`src/rtl/bin2bcd_stream.sv`:
```
// Streaming binary-to-BCD converter (shift-and-add-3) with valid/ready on both sides.
// Optional two's-complement input, sticky overflow and significant-digit count.
module bin2bcd_stream #(
  parameter int BINARY_BITS = 16,
  parameter int BCD_DIGITS  = 5,
  parameter bit SIGNED      = 1'b0
) (
  input  logic                               clock,
  input  logic                               reset,
  input  logic                               in_valid,
  output logic                               in_ready,
  input  logic [BINARY_BITS-1:0]             binary_in,
  output logic                               out_valid,
  input  logic                               out_ready,
  output logic [4*BCD_DIGITS-1:0]            bcd_out,
  output logic                               sign_out,
  output logic                               overflow,
  output logic [$clog2(BCD_DIGITS+1)-1:0]    num_digits
);

  localparam int DW    = 4 * BCD_DIGITS;
  localparam int ND_W  = $clog2(BCD_DIGITS + 1);
  localparam int CNT_W = $clog2(BINARY_BITS + 1);

  localparam logic [1:0] IDLE  = 2'd0;
  localparam logic [1:0] SHIFT = 2'd1;
  localparam logic [1:0] HOLD  = 2'd2;

  logic [1:0]             state;
  logic [BINARY_BITS-1:0] shift_reg;
  logic [DW-1:0]          digits;
  logic [CNT_W-1:0]       count;
  logic                   ovf_acc;
  logic                   sign_r;
  logic [ND_W-1:0]        nd_r;

  logic                   accept;
  logic                   last_shift;
  logic                   negative;
  logic [BINARY_BITS-1:0] magnitude;
  logic [DW-1:0]          adjusted;
  logic [DW-1:0]          next_digits;
  logic                   carry_out;
  logic [ND_W-1:0]        nd_next;

  assign in_ready   = (state == IDLE) | ((state == HOLD) & out_ready);
  assign accept     = in_valid & in_ready;
  assign last_shift = (count == CNT_W'(BINARY_BITS - 1));

  // The most negative input negates to itself, which read unsigned is the right magnitude.
  assign negative  = SIGNED & binary_in[BINARY_BITS-1];
  assign magnitude = negative ? ((~binary_in) + BINARY_BITS'(1)) : binary_in;

  always_comb begin
    adjusted = digits;
    for (int j = 0; j < BCD_DIGITS; j++) begin
      if (digits[4*j +: 4] >= 4'd5) begin
        adjusted[4*j +: 4] = digits[4*j +: 4] + 4'd3;
      end
    end
    {carry_out, next_digits} = {adjusted, shift_reg[BINARY_BITS-1]};
  end

  always_comb begin
    nd_next = ND_W'(1);
    for (int j = 0; j < BCD_DIGITS; j++) begin
      if (next_digits[4*j +: 4] != 4'd0) begin
        nd_next = ND_W'(j + 1);
      end
    end
  end

  always_ff @(posedge clock) begin
    if (reset) begin
      state     <= IDLE;
      shift_reg <= '0;
      digits    <= '0;
      count     <= '0;
      ovf_acc   <= 1'b0;
      sign_r    <= 1'b0;
      nd_r      <= '0;
    end else if (accept) begin
      state     <= SHIFT;
      shift_reg <= magnitude;
      digits    <= '0;
      count     <= '0;
      ovf_acc   <= 1'b0;
      sign_r    <= negative;
    end else begin
      case (state)
        SHIFT: begin
          shift_reg <= shift_reg << 1;
          digits    <= next_digits;
          ovf_acc   <= ovf_acc | carry_out;
          count     <= count + CNT_W'(1);
          if (last_shift) begin
            state <= HOLD;
            nd_r  <= nd_next;
          end
        end
        HOLD: begin
          if (out_ready) begin
            state <= IDLE;
          end
        end
        IDLE: begin
        end
        default: begin
          state <= IDLE;
        end
      endcase
    end
  end

  assign out_valid  = (state == HOLD);
  assign bcd_out    = digits;
  assign sign_out   = sign_r;
  assign overflow   = ovf_acc;
  assign num_digits = nd_r;

endmodule

```
`config.mk`:
```
export PLATFORM = sky130hd
export DESIGN_NAME = bin2bcd_stream
export DESIGN_NICKNAME = d
export VERILOG_FILES = /design/src/rtl/bin2bcd_stream.sv
export SDC_FILE = /design/constraint.sdc
export NUM_CORES = 1
export LEC_CHECK = 0
export ABC_AREA = 1
export CAP_MARGIN = 0
export CORE_MARGIN = 2
export CORE_UTILIZATION = 32
export DETAILED_ROUTE_END_ITERATION = 10
export GPL_TIMING_DRIVEN = 1
export MAX_ROUTING_LAYER = met4
export PLACE_DENSITY = 0.6
export SYNTH_ARGS = -nofsm -noshare
export SYNTH_HDL_FRONTEND = slang
export SYNTH_SLANG_ARGS = --single-unit
```
`constraint.sdc`:
```
create_clock -name clock -period 4.2 [get_ports clock]
set_input_delay 0.84 -clock clock [delete_from_list [all_inputs] [get_ports clock]]
set_output_delay 0.84 -clock clock [all_outputs]
set_load 0.01 [all_outputs]
```
# Yosys cells after proc, flatten, opt, wreduce, memory -nomap -nowiden
# Index checks and enable logic that the tools add are counted.
# word_totals
out_inout_bits	27
romBits	0
regBits	47
mem_bits_rw	0
word_cells	57
n_memories	0
latch_bits	0
in_bits	20
# op_classes
shift	0
n_mul	0
bitwise_logic	6
n_reduce_logical	10
n_addsub	6
div	0
n_eq_ne	8
magnitude_cmp	5
n_mux	15
# op_table
operator	count
$mux 16	2
$add 4x2->4 const B	5
$ge 4x3->1 const B	5
$mux 4	5
$reduce_bool 4->1	4
$mux 3	3
$reduce_and 3->1	3
$mux 2	3
$pmux 2 s3	1
$add 5x1->5 const B	1
$eq 5x4->1 const B	1
$ne 2x2->1 const B	2
$ne 3x1->1 const B	1
$ne 3x3->1 const B	1
$and 1x1->1	2
$eq 2x1->1 const B	1
$eq 2x2->1 const B	1
$logic_not 2->1	1
$ne 2x1->1 const B	1
$not 1->1	2
$or 1x1->1	2
$reduce_bool 2->1	1
$reduce_or 2->1	1
$mux 1	1

# Longest topological paths before layout
# Gate-level depths: netlist (run 1).
# logic_depth
word_depth	7
ltp_mapped	13
depth_no_buf	13

# Worst setup path after synthesis (run 1)
# Ideal clock, no wire load.
# synth_timing
kind	input-to-output
start	in out_ready
end	out in_ready
setup_slack_ns	2.344
stages	2
required_ns	3.360
arrival_time_ns	1.016
path_buffers	0
path_cell_list	nor2_2 -> nor2_2
# synth_via
elab_chain_cells	2
# synth_rtl
item	line_no	rtl
start, declared	14	input logic out_ready,
$and 1x1->1	46	assign in_ready = (state == IDLE) | ((state == HOLD) & out_ready);
$or 1x1->1	46	
end, declared	11	output logic in_ready,
# No other way between the ends.

# Final worst setup path (run 1)
# Same ends and word-level chain as after synthesis.

==> results of run 1 <==
[final timing paths]
kind	start	to	slack [ns]	cells after the start
min	count[4]$_SDFFE_PP0P_	count[4]$_SDFFE_PP0P_	0.46	2
max	out_ready	in_ready	1.33	4
min reg2reg	count[4]$_SDFFE_PP0P_	count[4]$_SDFFE_PP0P_	0.46	2
max reg2reg	state[0]$_SDFFE_PP0P_	bcd_out[2]$_SDFFE_PP0P_	2.34	5
[Yosys cell counts, types with 2 or more instances]
library cell,count,share of area (%)
a21oi_1,25,5.0
a31oi_1,16,4.0
buf_2,6,1.2
buf_4,3,0.90
dfxtp_1,47,37
ha_1,12,6.0
inv_1,47,7.0
inv_2,6,0.90
nand2_1,107,16
nand2_2,8,2.0
nand3_1,11,2.2
nand3_2,2,0.80
nand4_1,9,2.2
nor2_1,22,3.3
nor2_2,3,0.75
nor3_1,2,0.40
o211ai_1,5,1.5
o21ai_0,21,4.2
o21ai_1,2,0.40
xor2_1,4,1.4
[per-stage QoR]
stage	hold slack, ns	utilization (%)	total power, mW	std cells
finish	0.4623	40.56	0.9280	510
global route	0.4827	40.56	0.9804	510
CTS	0.4644	40.56	0.9378	510
detailed placement	0.4523	39.61	0.6851	504
global placement	0.4483	39.61	0.6817	504
floorplan	0.4392	-	0.6197	368
[tightest hold or removal path: stages, from the launching register on]
cell     delay [ns]
dfxtp_1        0.31
nand2_1        0.06
a21oi_1        0.05
[logic make-up (layout without fill, tap and decap cells)]
logic type | count (synthesis) | in the layout | share of synthesized area, %
simple gates | 166 | 166 | 28.34
compound gates | 70 | 70 | 15.39
buf+inv | 68 | 108 | 11.30
flops | 47 | 47 | 37.45
fa+ha+maj | 12 | 12 | 5.976
xor+xnor | 4 | 4 | 1.394
other cells | 1 | 1 | 0.1493
[metal layers]
layer  GRT usage (%)  wire length [um]
met1           18.02              2913
met2           21.41              2470
met3           2.604               196
met4           3.358                41
met5               -                 0
[report_power, final]
group	leakage, nW	internal, mW	total, mW	switching (mW)
Combinational	0.938	0.0777	0.185	0.107
Clock	0.0371	0.111	0.254	0.143
Sequential	0.384	0.468	0.489	0.0202
[final cells by class]
class / count / area share (%)
multi-input cells: 253 / 41.51
flip-flops and latches: 47 / 30.33
repair buffers: 47 / 15.01
inverters: 55 / 6.696
well taps: 102 / 4.115
clock buffers: 6 / 2.340
==> out/results.ini, run 1 <==
[outcome]
status=completed

[sta]
min_period_ns=2.870
worstMarginPinSlew_ns=0.6080
finalSetupTns_ns=0
relSlewSlack_pct=59.41
post-route-period-util_pct=68.33
fin_worst_skew_ns=0.01332
max_freq_mhz=348.5
rsz0062_at_grt=no
hold_viol=0
maxSlewViolCount=0
final-setup-viol-count=0
setup_ws_ns=1.330

[floorplanning]
dieArea_mm2=0.008576
start_util_pct=32.85
num_io_pins=47
die_w_um=92.61
fp.dieH_um=92.61
rows=32
core_area_mm2=0.007647

[global_routing]
grt_pass1_wl_mm=9.252
grt_overflow=0
grtUsageTotal_pct=13.57
grt_max_degree=37
antenna_found_initial=0
grt_pass1_vias=2051

[setup_path]
cp.arrival_ns=2.03
crit_path_end_kind=output port
worstSetupPathType=input pin to output port
cp.required_ns=3.36
cp_slowest_cell=clkdlybuf4s50_1
critPathTopFamily=buffers and inverters
path_buf_inv=2
cpPeakStageDelay_ns=0.56
cp-start-kind=input pin
crit_fanout=2
path_cells=clkdlybuf4s50_1, nor2_2, nor2_2, clkdlybuf4s50_1

[clock_network]
insertion_delay_ns=0.30
clk_path_buf_depth=2
cts_buffers=5
numClockSinks=47
cts_root_buffer=clkbuf_8
clkTransAtPathRegs_ns=0.08
cts_hold_buffers=0
postCtsSetupRepairBufs=0
htreeDepth=2
cts_tree=done
cts_resized=0

[synth]
synth_ff_type=dfxtp_1
synthArstFlopShare_pct=0
synth_edf_count=0
syn_nets=400
synth_cell_types=30
avgSynthCellArea_um2=6.827
synth_warnings=0
mappedNetlistArea_mm2=0.002512
ys_seq_area_share_pct=37.45
yosys_register_bits=47
syn_inst=368

[place]
gp_congestion=0.8354
hpwl_mm=4.020
place_ws_ns=1.333
place_area_mm2=0.003029
port_buffers=45

[route]
routed_wl_mm=5.621
via_count=2340
ant_nets=0
wl_per_cell_um=11.02
dr.pass1.iters=4
drc=0
routed_via_density=4.588
drt_iter0_drc=112

[flow_run]
drv_cap=0

[pwr]
power_density_mw_per_mm2=299.2
p_leak_nw=1.359
peakVddDrop_mv=0.1560

[cells_and_area]
final_cell_mix=107 x nand2_1, 47 x inv_1, 47 x dfxtp_1
area_growth_pct=23.46
fin_nets=441
largest_register_ffs=20
n_antenna_cell=0
drive_gt1_share_pct=7.108
final_common_cell=nand2_1
seqCellArea_um2=940.9
final_cell_area_mm2=0.003102
fill_cells=802
multi_input_area_mm2=0.001287

[hold_path]
hold_class=register to register

Note: power is estimated with default switching activity, not from simulation.
==> run 2, diff against run 1 <==
- clock period: 4.2 -> 2.65 ns (I/O delays scaled with it)
==> run 2 against run 1 <==
Compared with the run above:
- core utilization increased by 0.54 points
- register-to-register slack got worse by 1.4 ns
- worst hold slack improved by 0.0031 ns
- routed wire length decreased by 1.5%
- critical path depth unchanged
- flip-flop and latch count unchanged
- final cell count increased by 0.39%
- via count decreased by 2.9%
- total power increased by 71%
- sequential power increased by 58%
- die area unchanged
- critical path type unchanged
- highest routed layer unchanged
==> out/results.ini, run 2 (synthesized netlist as in run 1, its figures left out) <==
[clock_network]
clkTransAtPathRegs_ns=0.09  ; about the same
cts_buffers=5  ; unchanged
clk_path_buf_depth=2  ; unchanged
postCtsSetupRepairBufs=0  ; unchanged
cts_root_buffer=clkbuf_8
htreeDepth=2  ; unchanged
cts_hold_buffers=0  ; unchanged
numClockSinks=47  ; unchanged
insertion_delay_ns=0.30  ; about the same
cts_resized=0  ; unchanged
cts_tree=done

[global_routing]
grt_pass1_wl_mm=9.839  ; +6.3%
grt_overflow=0  ; unchanged
antenna_found_initial=0  ; unchanged
grtUsageTotal_pct=14.29  ; +0.72 points
grt_max_degree=37  ; unchanged
grt_pass1_vias=2180  ; +6.3%

[cells_and_area]
largest_register_ffs=20  ; unchanged
n_antenna_cell=0  ; unchanged
fin_nets=442  ; +0.23%
final_cell_area_mm2=0.003143  ; +1.3%
final_common_cell=nand2_1
final_cell_mix=107 x nand2_1, 47 x inv_1, 47 x dfxtp_1
multi_input_area_mm2=0.001287  ; unchanged
seqCellArea_um2=940.9  ; unchanged
area_growth_pct=25.10
drive_gt1_share_pct=7.805  ; +0.70 points
fill_cells=801  ; -0.12%

[route]
drc=0  ; unchanged
routed_via_density=4.436  ; -3.3%
routed_wl_mm=5.538  ; -1.5%
dr.pass1.iters=4  ; unchanged
wl_per_cell_um=10.82  ; -1.9%
via_count=2271  ; -2.9%
ant_nets=0  ; unchanged
drt_iter0_drc=78  ; -30%

[sta]
maxSlewViolCount=0  ; unchanged
final-setup-viol-count=0  ; unchanged
worstMarginPinSlew_ns=0.5731  ; -0.03495 ns
relSlewSlack_pct=61.74  ; +2.3 points
finalSetupTns_ns=0  ; unchanged
post-route-period-util_pct=84.61
rsz0062_at_grt=no
max_freq_mhz=446.0
min_period_ns=2.242
fin_worst_skew_ns=0.01026  ; -0.003056 ns
hold_viol=0  ; unchanged

[floorplanning]
fp.dieH_um=92.61  ; unchanged
die_w_um=92.61  ; unchanged
dieArea_mm2=0.008576  ; unchanged
start_util_pct=32.85  ; unchanged
num_io_pins=47  ; unchanged
core_area_mm2=0.007647  ; unchanged
rows=32  ; unchanged

[setup_path]
rrSetupSlack_ns=0.93  ; -1.41 ns
critPathTopFamily=buffers and inverters
worstSetupPathType=input pin to output port
cp_slowest_cell=clkdlybuf4s50_1
cpPeakStageDelay_ns=0.55  ; about the same
cp.arrival_ns=1.71  ; -0.32 ns
path_buf_inv=2  ; unchanged
cp.required_ns=2.12  ; -1.24 ns
crit_fanout=2  ; unchanged
crit_path_end_kind=output port
cp-start-kind=input pin
path_cells=clkdlybuf4s50_1, nor2_2, nor2_2, clkdlybuf4s50_1

[place]
gp_congestion=0.8010  ; -4.1%
hpwl_mm=4.089  ; +1.7%
place_area_mm2=0.003037  ; +0.25%
port_buffers=45  ; unchanged

[flow_run]
drv_cap=0  ; unchanged

[pwr]
power_density_mw_per_mm2=503.7  ; +68%
peakVddDrop_mv=0.2609  ; +67%
p_leak_nw=1.376  ; +1.3%

[outcome]
status=completed

[hold_path]
hold_class=register to register

[run 2: per-layer routing]
metal	part of all wire [%]	vias to the layer above	track usage [%]	routed length, um
li1	-	1253	-	-
met1	51	965	18.80	2831
met2	43	48	22.45	2387
met3	5.0	5	3.255	276
met4	0.78	0	3.358	43
met5	0	-	-	0
[run 2: stage by stage]
step / total power [mW] / instances / util [%] / setup slack (ns) / hold WS, ns
3_3_place_gp: 1.083 / 505 / 39.71 / 0.4224 / 0.4511
4_1_cts: 1.610 / 512 / 41.10 / 0.3975 / 0.4680
5_1_grt: 1.680 / 512 / 41.10 / 0.3622 / 0.4960
2_1_floorplan: 0.9822 / 368 / - / 1.154 / 0.4392
6_report: 1.583 / 512 / 41.10 / 0.4078 / 0.4654
3_5_place_dp: 1.085 / 505 / 39.71 / 0.4069 / 0.4551
[run 2: worst reg2reg max path, delay by kind of cell (launching register included)]
| family | cells | cell delay [ns] |
|---|---|---|
| flops | 1 | 0.38 |
| buf+inv | 1 | 0.07 |
| compound gates | 1 | 0.11 |
| fa+ha+maj | 2 | 0.33 |
| simple gates | 8 | 0.77 |
[run 2: final timing paths]
kind,from,to,depth (start not counted)
worst max-delay path,out_ready,in_ready,4
worst min-delay path,count[4]$_SDFFE_PP0P_,count[4]$_SDFFE_PP0P_,2
worst max register to register,count[0]$_SDFFE_PP0P_,num_digits[1]$_SDFFE_PP0P_,12
worst min register to register,count[4]$_SDFFE_PP0P_,count[4]$_SDFFE_PP0P_,2
[run 2: layout make-up]
type / count / share of cell area [%]
multi-input cells: 253 / 40.96
flip-flops and latches: 47 / 29.94
repair buffers: 48 / 15.05
inverters: 55 / 6.608
well taps: 102 / 4.061
clock buffers: 5 / 2.189
clock inverters: 2 / 1.194
[run 2: where the power goes]
group          switching [mW]  internal (mW)  leakage (nW)
logic                   0.167          0.125         0.942
registers              0.0319          0.742         0.384
clock network           0.241          0.276        0.0502
==> run 3, diff against run 2 <==
- PLACE_DENSITY: 0.6 -> 0.62
- clock period: 2.65 -> 1.95 ns (I/O delays scaled with it)
==> run 3 against run 2 <==
Compared with the run above:
- die area is the same
- highest routed layer unchanged
- core utilization grew 0.36 points
- routed wire length shrank 0.99%
- design area grew 0.88%
- critical path depth shrank 3
- first-iteration DRC count grew 24%
- final cell count grew 0.59%
- sequential power grew 36%
- global-route usage shrank 0.51 points
==> out/results.ini, run 3 (synthesized netlist as in run 1, its figures left out) <==
[setup_path]
cp-start-kind=register
path_cells=clkdlybuf4s50_1
worstSetupPathType=register to output port
cp.required_ns=1.56  ; -0.56 ns
rrSetupSlack_ns=0.24  ; -0.69 ns
critPathTopFamily=buffers and inverters
crit_fanout=7  ; +5
cp_slowest_cell=clkdlybuf4s50_1
cp.arrival_ns=1.35  ; -0.36 ns
path_buf_inv=1  ; -1
cpPeakStageDelay_ns=0.59  ; +0.04 ns
crit_path_end_kind=output port

[floorplanning]
dieArea_mm2=0.008576  ; unchanged
core_area_mm2=0.007647  ; unchanged
fp.dieH_um=92.61  ; unchanged
die_w_um=92.61  ; unchanged
rows=32  ; unchanged
num_io_pins=47  ; unchanged
start_util_pct=32.85  ; unchanged

[route]
ant_nets=0  ; unchanged
dr.pass1.iters=6  ; +2
routed_via_density=4.571  ; +3.1%
via_count=2354  ; +3.7%
wl_per_cell_um=10.65  ; -1.6%
drt_iter0_drc=97  ; +24%
routed_wl_mm=5.483  ; -0.99%
drc=0  ; unchanged

[clock_network]
cts_root_buffer=clkbuf_8
htreeDepth=2  ; unchanged
cts_resized=0  ; unchanged
clk_path_buf_depth=2  ; unchanged
cts_tree=done
cts_hold_buffers=0  ; unchanged
numClockSinks=47  ; unchanged
postCtsSetupRepairBufs=0  ; unchanged
insertion_delay_ns=0.30  ; about the same
cts_buffers=5  ; unchanged
clkTransAtPathRegs_ns=0.09  ; about the same

[place]
placed_cells=507  ; +0.40%
gp_congestion=0.8692  ; +8.5%
port_buffers=45  ; unchanged
hpwl_mm=4.062  ; -0.67%

[cells_and_area]
n_antenna_cell=0  ; unchanged
largest_register_ffs=20  ; unchanged
drive_gt1_share_pct=8.475  ; +0.67 points
final_cell_mix=107 x nand2_1, 47 x inv_1, 47 x dfxtp_1
stdcell_count=515  ; +0.59%
final_common_cell=nand2_1
fin_nets=444  ; +0.45%
area_growth_pct=26.20

[sta]
max_freq_mhz=574.1
final-setup-viol-count=0  ; unchanged
post-route-period-util_pct=89.33
maxSlewViolCount=0  ; unchanged
finalSetupTns_ns=0  ; unchanged
hold_viol=0  ; unchanged
rsz0062_at_grt=no
fin_worst_skew_ns=0.003436  ; -0.006825 ns
min_period_ns=1.742

[global_routing]
grt_pass1_vias=2181  ; +0.046%
grt_overflow=0  ; unchanged
grtUsageTotal_pct=13.78  ; -0.51 points
grt_max_degree=31  ; -16%
grt_pass1_wl_mm=9.411  ; -4.4%
antenna_found_initial=0  ; unchanged

[hold_path]
hold_class=register to register

[pwr]
p_leak_nw=1.396  ; +1.4%
power_density_mw_per_mm2=665.9  ; +32%
peakVddDrop_mv=0.3332  ; +28%

[outcome]
status=completed

[flow_run]
drv_cap=0  ; unchanged

-- run 3: area by class of cell --
class                   count  area (um2)
fillers                   794        4477
multi-input cells         253        1287
flip-flops and latches     47       940.9
repair buffers             50       503.0
inverters                  55       207.7
well taps                 102       127.6
clock buffers               7       96.34
clock inverters             1       7.507
-- run 3: per-layer routing --
layer / part of all wire, % / up-vias / track usage, %
met2: 45 / 42 / 21.72
met5: 0 / - / -
met3: 4.5 / 8 / 3.011
met1: 49 / 1045 / 17.60
li1: - / 1259 / -
met4: 1.1 / 0 / 4.602
-- run 3: path summary, 6_finish.rpt --
check / start / to / cells after the start
setup / recovery: bcd_out[2]$_SDFFE_PP0P_ / bcd_out[2] / 1
hold / removal: count[4]$_SDFFE_PP0P_ / count[4]$_SDFFE_PP0P_ / 2
setup reg to reg: count[0]$_SDFFE_PP0P_ / num_digits[1]$_SDFFE_PP0P_ / 12
hold reg to reg: count[4]$_SDFFE_PP0P_ / count[4]$_SDFFE_PP0P_ / 2
-- run 3: report_power, final --
part | internal (mW) | switching, mW | leakage, nW | total, mW
clock | 0.323 | 0.330 | 0.0505 | 0.653
sequential | 1.01 | 0.0433 | 0.384 | 1.05
combinational | 0.177 | 0.230 | 0.962 | 0.407
total | 1.51 | 0.603 | 1.40 | 2.11
-- run 3: stage by stage --
stage | total power, mW | hold WS (ns) | utilization, % | instance area, um2 | setup slack, ns
2_1_floorplan | 1.335 | 0.4392 | - | 2512 | 0.4544
3_3_place_gp | 1.480 | 0.4527 | 40.07 | 3064 | 0.02624
3_5_place_dp | 1.486 | 0.4571 | 40.07 | 3064 | 0.02461
4_1_cts | 2.138 | 0.4692 | 41.43 | 3168 | 0.01407
5_1_grt | 2.227 | 0.4991 | 41.46 | 3171 | 0.01983
6_report | 2.111 | 0.4676 | 41.46 | 3171 | 0.2081
